**config.mk**
```make
export PLATFORM = sky130hd
export DESIGN_NAME = retire_ctrl_flat
export DESIGN_NICKNAME = d
export VERILOG_FILES = /design/src/rtl/retire_ctrl_if.sv /design/src/rtl/retire_ctrl.sv /design/src/flat_wrapper.sv
export SDC_FILE = /design/constraint.sdc
export NUM_CORES = 1
export LEC_CHECK = 0
export ABC_AREA = 1
export BUFFER_PORTS_ARGS = -buffer_cell sky130_fd_sc_hd__buf_2
export CORE_ASPECT_RATIO = 0.8
export CORE_MARGIN = 3
export CORE_UTILIZATION = 54
export DETAILED_ROUTE_END_ITERATION = 7
export PLACE_DENSITY = 0.84
export SETUP_SLACK_MARGIN = 0.5
export SYNTH_ARGS = -nofsm -noshare
export SYNTH_HDL_FRONTEND = slang
export SYNTH_SLANG_ARGS = --single-unit
```
**constraint.sdc**
```tcl
create_clock -name clock -period 3.4 [get_ports clock]
set_clock_uncertainty 0.2 [all_clocks]
set_input_delay 0.85 -clock clock [delete_from_list [all_inputs] [get_ports clock]]
set_output_delay 0.85 -clock clock [all_outputs]
set_load 0.005 [all_outputs]
```
**src/rtl/retire_ctrl_if.sv**
```systemverilog
// ---------------------------------------------------------------------------
// retire_ctrl_if
// Bundle between the retire controller and the ROB head window, store queue
// and backend.
//   head_valid/complete/mispredict/is_store/halt : N-slot ROB head window,
//                                                  slot 0 is the oldest
//   sq_commit_ready    : store queue can take one store commit this cycle
//   num_retiring       : entries the ROB frees this cycle
//   store_commit       : a store retires this cycle
//   flush              : one-cycle pipeline flush pulse
//   tail_restore_valid : ROB tail restore strobe, coincident with flush
//   tail_restore       : ROB index directly after the mispredicted branch
//   head_ptr           : controller's copy of the ROB head
//   halted             : sticky halt indication
//   retired_count      : saturating count of retired instructions
// The master modport is the controller; the slave modport is the ROB side.
// ---------------------------------------------------------------------------
interface retire_ctrl_if #(
    parameter int N      = 3,
    parameter int ROB_SZ = 32
);
    localparam int CW = $clog2(N + 1);
    localparam int PW = $clog2(ROB_SZ);

    logic [N-1:0]  head_valid;
    logic [N-1:0]  head_complete;
    logic [N-1:0]  head_mispredict;
    logic [N-1:0]  head_is_store;
    logic [N-1:0]  head_halt;
    logic          sq_commit_ready;

    logic [CW-1:0] num_retiring;
    logic          store_commit;
    logic          flush;
    logic          tail_restore_valid;
    logic [PW-1:0] tail_restore;
    logic [PW-1:0] head_ptr;
    logic          halted;
    logic [31:0]   retired_count;

    modport master (
        input  head_valid, head_complete, head_mispredict, head_is_store,
               head_halt, sq_commit_ready,
        output num_retiring, store_commit, flush, tail_restore_valid,
               tail_restore, head_ptr, halted, retired_count
    );

    modport slave (
        output head_valid, head_complete, head_mispredict, head_is_store,
               head_halt, sq_commit_ready,
        input  num_retiring, store_commit, flush, tail_restore_valid,
               tail_restore, head_ptr, halted, retired_count
    );
endinterface

```
**src/rtl/retire_ctrl.sv**
```systemverilog
// ---------------------------------------------------------------------------
// retire_ctrl
// Retire-stage controller. Each cycle it scans the N oldest ROB entries and
// decides how many retire (at most one store per cycle, gated by the store
// queue). A retiring mispredicted branch triggers a registered flush pulse
// with a ROB tail restore, followed by RECOVER_CYCLES cycles with retirement
// frozen. A retiring halt stops retirement until reset.
// Ports:
//   clock : system clock
//   reset : asynchronous, active-low reset
//   bus   : retire_ctrl_if.master (head window in, retire/flush/status out)
// ---------------------------------------------------------------------------
module retire_ctrl #(
    parameter int N              = 3,
    parameter int ROB_SZ         = 32,
    parameter int RECOVER_CYCLES = 2
) (
    input  logic           clock,
    input  logic           reset,
    retire_ctrl_if.master  bus
);
    localparam int CW  = $clog2(N + 1);
    localparam int PW  = $clog2(ROB_SZ);
    // Counter only has to hold RECOVER_CYCLES-1.
    localparam int RCW = (RECOVER_CYCLES > 1) ? $clog2(RECOVER_CYCLES) : 1;

    typedef enum logic [1:0] {
        ST_RUN,
        ST_FLUSH,
        ST_RECOVER,
        ST_HALTED
    } state_t;

    state_t         r_state;
    state_t         w_state_next;
    logic [RCW-1:0] r_rec_cnt;
    logic [RCW-1:0] w_rec_cnt_next;
    logic [PW-1:0]  r_head_ptr;
    logic [PW-1:0]  r_tail_restore;
    logic           r_flush;
    logic           r_halted;
    logic [31:0]    r_retired_count;

    logic [N-1:0]   w_slot_done;
    logic [CW-1:0]  w_scan_cnt;
    logic           w_scan_store;
    logic           w_scan_mis;
    logic           w_scan_halt;
    logic [PW-1:0]  w_scan_k;
    logic           w_stop;
    logic [CW-1:0]  w_num;
    logic           w_store;
    logic [32:0]    w_count_sum;

    // A slot is a retirement candidate once it is valid and complete.
    generate
        for (genvar gi = 0; gi < N; gi++) begin : g_slot
            assign w_slot_done[gi] = bus.head_valid[gi] & bus.head_complete[gi];
        end
    endgenerate

    // In-order scan of the head window. The scan stops at the first slot
    // that cannot retire, and after (inclusive of) the first retiring halt
    // or mispredict. A second store is blocked because only one store
    // commit port exists. If one slot carries both halt and mispredict,
    // the halt takes effect: the program is stopping anyway.
    always_comb begin
        w_scan_cnt   = '0;
        w_scan_store = 1'b0;
        w_scan_mis   = 1'b0;
        w_scan_halt  = 1'b0;
        w_scan_k     = '0;
        w_stop       = 1'b0;
        for (int i = 0; i < N; i++) begin
            if (!w_stop) begin
                if (w_slot_done[i] &&
                    (!bus.head_is_store[i] || (bus.sq_commit_ready && !w_scan_store))) begin
                    w_scan_cnt = w_scan_cnt + CW'(1);
                    if (bus.head_is_store[i]) begin
                        w_scan_store = 1'b1;
                    end
                    if (bus.head_halt[i]) begin
                        w_scan_halt = 1'b1;
                        w_stop      = 1'b1;
                    end else if (bus.head_mispredict[i]) begin
                        w_scan_mis = 1'b1;
                        w_scan_k   = PW'(i);
                        w_stop     = 1'b1;
                    end
                end else begin
                    w_stop = 1'b1;
                end
            end
        end
    end

    // Next-state and retirement outputs. Only RUN lets the scan through.
    always_comb begin
        w_state_next   = r_state;
        w_rec_cnt_next = r_rec_cnt;
        w_num          = '0;
        w_store        = 1'b0;
        case (r_state)
            ST_RUN: begin
                w_num   = w_scan_cnt;
                w_store = w_scan_store;
                if (w_scan_halt) begin
                    w_state_next = ST_HALTED;
                end else if (w_scan_mis) begin
                    w_state_next = ST_FLUSH;
                end
            end
            ST_FLUSH: begin
                w_state_next   = ST_RECOVER;
                w_rec_cnt_next = RCW'(RECOVER_CYCLES - 1);
            end
            ST_RECOVER: begin
                if (r_rec_cnt == '0) begin
                    w_state_next = ST_RUN;
                end else begin
                    w_rec_cnt_next = r_rec_cnt - RCW'(1);
                end
            end
            ST_HALTED: begin
                w_state_next = ST_HALTED;
            end
            default: begin
                w_state_next = ST_RUN;
            end
        endcase
    end

    // Extra top bit detects wrap so the count can saturate.
    assign w_count_sum = {1'b0, r_retired_count} + 33'(w_num);

    always_ff @(posedge clock or negedge reset) begin
        if (!reset) begin
            r_state         <= ST_RUN;
            r_rec_cnt       <= '0;
            r_head_ptr      <= '0;
            r_tail_restore  <= '0;
            r_flush         <= 1'b0;
            r_halted        <= 1'b0;
            r_retired_count <= '0;
        end else begin
            r_state         <= w_state_next;
            r_rec_cnt       <= w_rec_cnt_next;
            // ROB_SZ is a power of two, so truncation gives the wrap.
            r_head_ptr      <= r_head_ptr + PW'(w_num);
            r_retired_count <= w_count_sum[32] ? 32'hFFFF_FFFF : w_count_sum[31:0];
            // Flush and halted are registered images of the state being
            // entered, so they line up exactly with FLUSH / HALTED.
            r_flush         <= (w_state_next == ST_FLUSH);
            r_halted        <= (w_state_next == ST_HALTED);
            if (w_state_next == ST_FLUSH) begin
                r_tail_restore <= r_head_ptr + w_scan_k + PW'(1);
            end
        end
    end

    assign bus.num_retiring       = w_num;
    assign bus.store_commit       = w_store;
    assign bus.flush              = r_flush;
    assign bus.tail_restore_valid = r_flush;
    assign bus.tail_restore       = r_tail_restore;
    assign bus.head_ptr           = r_head_ptr;
    assign bus.halted             = r_halted;
    assign bus.retired_count      = r_retired_count;

endmodule

```
**src/flat_wrapper.sv**
```systemverilog
// flat-port wrapper written by rule: the top's interface ports become plain ports
module retire_ctrl_flat 
#(
    parameter int N              = 3,
    parameter int ROB_SZ         = 32,
    parameter int RECOVER_CYCLES = 2
)
  (clock, reset, bus_head_valid, bus_head_complete, bus_head_mispredict, bus_head_is_store, bus_head_halt, bus_sq_commit_ready, bus_num_retiring, bus_store_commit, bus_flush, bus_tail_restore_valid, bus_tail_restore, bus_head_ptr, bus_halted, bus_retired_count);
  retire_ctrl_if #(.N(N), .ROB_SZ(ROB_SZ)) bus_i ();
  input  logic clock;
  input  logic reset;
  input wire logic [$bits(bus_i.head_valid)-1:0] bus_head_valid;
  input wire logic [$bits(bus_i.head_complete)-1:0] bus_head_complete;
  input wire logic [$bits(bus_i.head_mispredict)-1:0] bus_head_mispredict;
  input wire logic [$bits(bus_i.head_is_store)-1:0] bus_head_is_store;
  input wire logic [$bits(bus_i.head_halt)-1:0] bus_head_halt;
  input wire logic [$bits(bus_i.sq_commit_ready)-1:0] bus_sq_commit_ready;
  output wire logic [$bits(bus_i.num_retiring)-1:0] bus_num_retiring;
  output wire logic [$bits(bus_i.store_commit)-1:0] bus_store_commit;
  output wire logic [$bits(bus_i.flush)-1:0] bus_flush;
  output wire logic [$bits(bus_i.tail_restore_valid)-1:0] bus_tail_restore_valid;
  output wire logic [$bits(bus_i.tail_restore)-1:0] bus_tail_restore;
  output wire logic [$bits(bus_i.head_ptr)-1:0] bus_head_ptr;
  output wire logic [$bits(bus_i.halted)-1:0] bus_halted;
  output wire logic [$bits(bus_i.retired_count)-1:0] bus_retired_count;
  assign bus_i.head_valid = bus_head_valid;
  assign bus_i.head_complete = bus_head_complete;
  assign bus_i.head_mispredict = bus_head_mispredict;
  assign bus_i.head_is_store = bus_head_is_store;
  assign bus_i.head_halt = bus_head_halt;
  assign bus_i.sq_commit_ready = bus_sq_commit_ready;
  assign bus_num_retiring = bus_i.num_retiring;
  assign bus_store_commit = bus_i.store_commit;
  assign bus_flush = bus_i.flush;
  assign bus_tail_restore_valid = bus_i.tail_restore_valid;
  assign bus_tail_restore = bus_i.tail_restore;
  assign bus_head_ptr = bus_i.head_ptr;
  assign bus_halted = bus_i.halted;
  assign bus_retired_count = bus_i.retired_count;
  retire_ctrl #(.N(N), .ROB_SZ(ROB_SZ), .RECOVER_CYCLES(RECOVER_CYCLES)) u_core (.clock(clock), .reset(reset), .bus(bus_i));
endmodule
```
## Word-level counts from Yosys, hierarchy flattened

Index checks and enable logic that the tools add are counted.

| operators by class | value |
|---|---|
| bitwise operators | 3 |
| equality and inequality tests | 5 |
| add/subtract/negate cells | 7 |
| multiply operators | 0 |
| reductions and logical operators | 15 |
| div/mod/pow operators | 0 |
| magnitude comparators | 0 |
| shift-type cells | 0 |
| multiplexer cells | 55 |

Operators by type and width:

| cell | count |
|---|---|
| $mux 1 | 37 |
| $mux 5 | 7 |
| $add 32x2->33 | 1 |
| $mux 32 | 1 |
| $mux 2 | 8 |
| $pmux 2 s4 | 1 |
| $eq 2x2->1 const B | 3 |
| $add 5x1->5 const B | 1 |
| $add 5x2->5 | 1 |
| $add 5x5->5 | 1 |
| $logic_and 1x1->1 | 5 |
| $logic_not 1->1 | 5 |
| $add 2x1->2 const B | 2 |
| $eq 2x1->1 const B | 2 |
| $and 1x1->1 | 3 |
| $logic_or 1x1->1 | 3 |
| $logic_not 2->1 | 1 |
| $pmux 1 s2 | 1 |
| $reduce_bool 2->1 | 1 |
| $sub 1x1->1 const B | 1 |

| word-level totals | value |
|---|---|
| memories kept | 0 |
| memory bits (writable) | 0 |
| latch bits | 0 |
| register bits after elaboration | 47 |
| word-level logic and storage cells | 92 |
| memory bits (read-only) | 0 |

## Longest topological paths before layout

| logic depth | value |
|---|---|
| depth after elaboration | 20 |
| depth in mapped cells | 24 |
| mapped depth without buffers | 24 |

## Least setup slack after synthesis

No wires, ideal clock.

| path | value |
|---|---|
| path type | input port to flip-flop |
| start point | in bus_head_valid[0] |
| end point | reg u_core.r_retired_count[28], in the netlist u_core.bus.retired_count[28] |
| data required time | 3081 ps |
| cell stages on the path | 23 |
| slack | -763 ps |
| path buffers | 0 |
| arrival | 3844 ps |
| library setup time | 119 ps |
| cell sequence | nand2_1 -> o21ai_2 -> nand2_1 -> nand2_2 -> inv_2 -> ha_1 -> o21ai_0 -> or2_1 -> nand2_1 -> a21oi_1 -> ha_1 -> inv_1 -> fa_1 -> nand3b_4 -> nor2_4 -> nand3_4 -> nor2_4 -> nand3_4 -> clkinv_2 -> nand3_2 -> nor2_2 -> nand3_1 -> o21a_1 |

| between the ends | value |
|---|---|
| cells in the longest elaborated chain, start to end | 18 |
| elaborated cells between the ends (all ways) | 27 |

RTL lines:

| item | RTL line | text |
|---|---|---|
| from (decl) | flat_wrapper.sv:12 | `input wire logic [$bits(bus_i.head_valid)-1:0] bus_head_valid;` |
| $and 1x1->1 * | retire_ctrl.sv:58 | `assign w_slot_done[gi] = bus.head_valid[gi] & bus.head_complete[gi];` |
| $logic_and 1x1->1 * | retire_ctrl.sv:76 | `if (w_slot_done[i] &&` |
| parallel branches: the longest is 12 deep, another holds $add 2x1->2 | -- |  |
| $mux 2 * | retire_ctrl.sv:75 | `if (!w_stop) begin` |
| $mux 2 * | retire_ctrl.sv:103 | `case (r_state)` |
| via bus_num_retiring[0] | flat_wrapper.sv:18 | `output wire logic [$bits(bus_i.num_retiring)-1:0] bus_num_retiring;` |
| $add 32x2->33 * | retire_ctrl.sv:134 | `assign w_count_sum = {1'b0, r_retired_count} + 33'(w_num);` |
| $mux 32 * | retire_ctrl.sv:150 | `r_retired_count <= w_count_sum[32] ? 32'hFFFF_FFFF : w_count_sum[31:0];` |
| to (signal assigned) | retire_ctrl.sv:150 |  |
| to (decl) | retire_ctrl.sv:42 | `logic [31:0] r_retired_count;` |

Mark *: on every way through the listed nets, which the timed path passes.
A chain may end at the register's enable or synchronous reset.

## Final worst setup path

| path | value |
|---|---|
| start point | in bus_head_is_store[0] |
| end point | reg u_core.r_retired_count[30], in the netlist u_core.bus.retired_count[30] |

| between the ends | value |
|---|---|
| cells in the longest elaborated chain, start to end | 19 |
| elaborated cells between the ends (all ways) | 29 |

RTL lines:

| item | RTL line | text |
|---|---|---|
| from (decl) | flat_wrapper.sv:15 | `input wire logic [$bits(bus_i.head_is_store)-1:0] bus_head_is_store;` |
| parallel branches: the longest is 15 deep, another holds $add 2x1->2 | -- |  |
| $mux 2 * | retire_ctrl.sv:75 |  |
| $mux 2 * | retire_ctrl.sv:103 |  |
| $add 32x2->33 * | retire_ctrl.sv:134 |  |
| $mux 32 * | retire_ctrl.sv:150 |  |

Every way passes the cells marked *.

==> flow_summary.json <==
{
  "outcome": "complete, but fails checks",
  "violations": "setup timing",
  "p_leak_nw": 2.20,
  "seq_area_frac_synth_pct": 40.5,
  "antenna_found_initial": 0,
  "place_area_um2": 3660,
  "overflow": 0,
  "cp_data_arrival_time_ns": 3.86,
  "register_area_um2": 1180,
  "vias": 3268,
  "worstMarginPinSlew_ns": 1.06,
  "wl_met1_um": 3840,
  "max_freq_mhz": 259,
  "synth_compound_area_share_pct": 4.31,
  "synth_area_um2": 2910,
  "cts_made_buffers": 5,
  "io-pin-count": 66,
  "grt_usage_pct": 32.2,
  "cts.sinks": 47,
  "ys_warn_count": 0,
  "area_growth_pct": 44.9,
  "critPathMaxFanout": 4,
  "synth_xor_area_share_pct": 5.43,
  "final_max_slew_viol_count": 0,
  "dpl.hpwl_um": 5790,
  "grt_pass1_vias": 3050,
  "routed.top_layer": "met4",
  "multi_input_area_um2": 1850,
  "setup_tns_ns": -13.07,
  "synth_edf_count": 0,
  "wl_met3_um": 1160,
  "drive_above_1_share_pct": 46.8,
  "cts_tree": "built",
  "die_area_um2": 6300,
  "holdBufCountCts": 0,
  "setup.worst_path.class": "input port to register",
  "max-slew-margin-rel_pct": 28.8,
  "synthArstFlopShare_pct": 100,
  "synth.avg_cell_area_um2": 8.37,
  "ant_nets": 0,
  "vdd_drop_max_mv": 0.261,
  "maxCapViolations": 0,
  "gp_routability_congestion": 0.907,
  "met2WireLength_um": 4990,
  "period_share_pct": 114,
  "drt_iter0_drc": 395,
  "rsz0062_at_grt": "yes",
  "cp-end-kind": "register",
  "start_util_pct": 57.0,
  "syn_nets": 379,
  "worst_slack_ns": -0.460,
  "cts_htree_levels": 2,
  "holdWs_ns": 0.198,
  "hold_viol": 0,
  "grt_max_degree": 36,
  "dieWidth_um": 88.0,
  "synth_flop_cell": "dfrtp_1",
  "viasPerCell": 6.14,
  "synth.area.mux_share_pct": 0,
  "power_mw": 1.97,
  "worstSetupStartpointType": "input port",
  "netlist-cell-type-count": 39,
  "synth-adder-area-share_pct": 6.80,
  "first_pass_iters": 5,
  "wl_um": 10500,
  "utilization_pct": 82.7,
  "rows": 23,
  "fillers": 262,
  "clock_path_buffers": 2,
  "die_h_um": 71.6,
  "drc": 0,
  "synth_top_family_by_area": "simple AND/OR/NAND/NOR gates",
  "wire_per_inst_um": 19.8,
  "fp.coreArea_um2": 5090,
  "clk_latency_ns": 0.32,
  "period_needed_ns": 3.86,
  "setup_violations": 33,
  "clk_transition_reported_paths_ns": 0.11,
  "synth-seq-cells": 47,
  "synth_simple_gate_area_share_pct": 35.4,
  "clock-root-buffer": "clkbuf_8",
  "syn-instance-count": 347,
  "diodes": 0,
  "port_buffers": 65,
  "fin_nets": 501,
  "hp-class": "input port to async pin",
  "crit_required_ns": 3.40,
  "final_cell_area_um2": 4210,
  "grt_pass1_wl_um": 15400,
  "p_per_area_nw_per_um2": 467
}
-- path summary, 6_finish.rpt --
| path | start | slack [ns] | cells past startpoint | end |
|---|---|---|---|---|
| worst min register to register | u_core.bus.tail_restore[4] | 0.30 | 2 | u_core.bus.tail_restore[4] |
| min in group clock | u_core.bus.tail_restore[4] | 0.30 | 2 | u_core.bus.tail_restore[4] |
| worst min-delay path | reset | 0.20 | 1 | u_core.bus.tail_restore[3] |
| max in group asynchronous | reset | 2.04 | 2 | u_core.bus.retired_count[0] |
| worst max-delay path | bus_head_is_store[0] | -0.46 | 24 | u_core.bus.retired_count[30] |
| worst max register to register | u_core.r_state[1] | 0.31 | 17 | u_core.bus.retired_count[30] |
-- registers in the layout (all words and copies together) (netlist names) --
register	count
u_core.bus.retired_count	32
u_core.r_state	2
u_core.r_rec_cnt	1
u_core.bus.flush	1
u_core.bus.head_ptr	5
u_core.bus.halted	1
u_core.bus.tail_restore	5
-- synthesized netlist by cell type (2+ instances only) --
cell type	n	area, µm²
a21oi_1	5	25.0
a31oi_1	4	25.0
buf_6	2	22.5
dfrtp_1	47	1180
fa_1	3	60.1
ha_1	11	138
inv_1	46	173
inv_2	3	11.3
nand2_1	72	270
nand2_2	11	68.8
nand2_4	2	22.5
nand3_1	34	170
nand3_2	3	30.0
nand3_4	2	35.0
nand4_1	7	43.8
nor2_1	26	97.6
nor2_2	4	25.0
nor2_4	6	67.6
nor3_1	12	60.1
nor4_1	2	12.5
o211ai_1	2	15.0
o21ai_0	7	35.0
or2_2	4	25.0
xnor2_1	4	35.0
xor2_1	14	123
-- layout make-up --
class / count / share of cell area (%)
clock buffer: 5 / 1.63
tap: 62 / 1.84
timing repair buffer: 117 / 18.9
sequential: 47 / 27.9
clock inverter: 3 / 1.10
inverter: 50 / 4.64
multi-input combinational: 248 / 44.0
-- cells in the final DEF, fill, tap and decap left out, types with 5 or more instances in the layout --
cell type and count:
clkbuf_8 5, nor3_1 11, nor2_1 20, buf_2 60, nand2_4 6, buf_4 41, ha_1 6, nand3_2 13
nand2_1 57, inv_2 7, dfrtp_1 47, nand4_1 7, nor2_4 13, inv_1 41, nand2_2 21, nand3_1 20
buf_6 14, nand3_4 6, xor2_1 14
-- per-stage QoR --
| step | setup WS [ns] | instances |
|---|---|---|
| 3_3_place_gp | -0.717 | 507 |
| 2_1_floorplan | -0.612 | 347 |
| 5_1_grt | -0.603 | 532 |
| 3_5_place_dp | -0.899 | 507 |
| 4_1_cts | -0.321 | 529 |
| 6_report | -0.460 | 532 |
-- timing repair --
action / 4_1_cts / 5_1_grt
gates resized for setup: 54 / 22
buffers inserted: 13 / 3
pin swaps: 24 / 14
gates cloned: 1 / 0
endpoints found under the setup margin: 38 / 39
-- metal layers --
metal | up-vias | global-route usage (%)
met1 | 1552 | 40.9
met5 | - | 0
met4 | 0 | 14.3
met3 | 69 | 9.66
li1 | 1362 | -
met2 | 285 | 50.9
-- critical path, stage by stage --
cell and delay (ns):
buf_8 0.08, inv_4 0.03, o21ai_4 0.16, nand2_2 0.08, nand2_2 0.07, inv_2 0.05
ha_4 0.20, o21ai_2 0.14, or2_1 0.16, nand2_1 0.07, a21oi_2 0.13, ha_2 0.21
inv_2 0.04, fa_2 0.35, nand3b_4 0.19, nor2_4 0.16, nand3_4 0.10, nor2_4 0.13
buf_6 0.13, nand3_4 0.09, nor2_4 0.16, nand3_2 0.09, nand2_2 0.09, nand3_1 0.09
-- kinds of logic (layout without fill, tap and decap cells) --
logic type               after synthesis  in the layout
buffers and inverters                 53            175
AND/OR/NAND/NOR                      194            195
adder cells (fa/ha/maj)               14             14
XOR/XNOR                              18             18
AO/OA/AOI/OAI                         21             21
flip-flops                            47             47
-- power by group --
group          total (mW)  internal (mW)  switching, mW
logic               0.728          0.291          0.437
registers           0.789          0.661          0.128
clock network       0.451          0.222          0.229
Power figures use the tool's default switching activity.
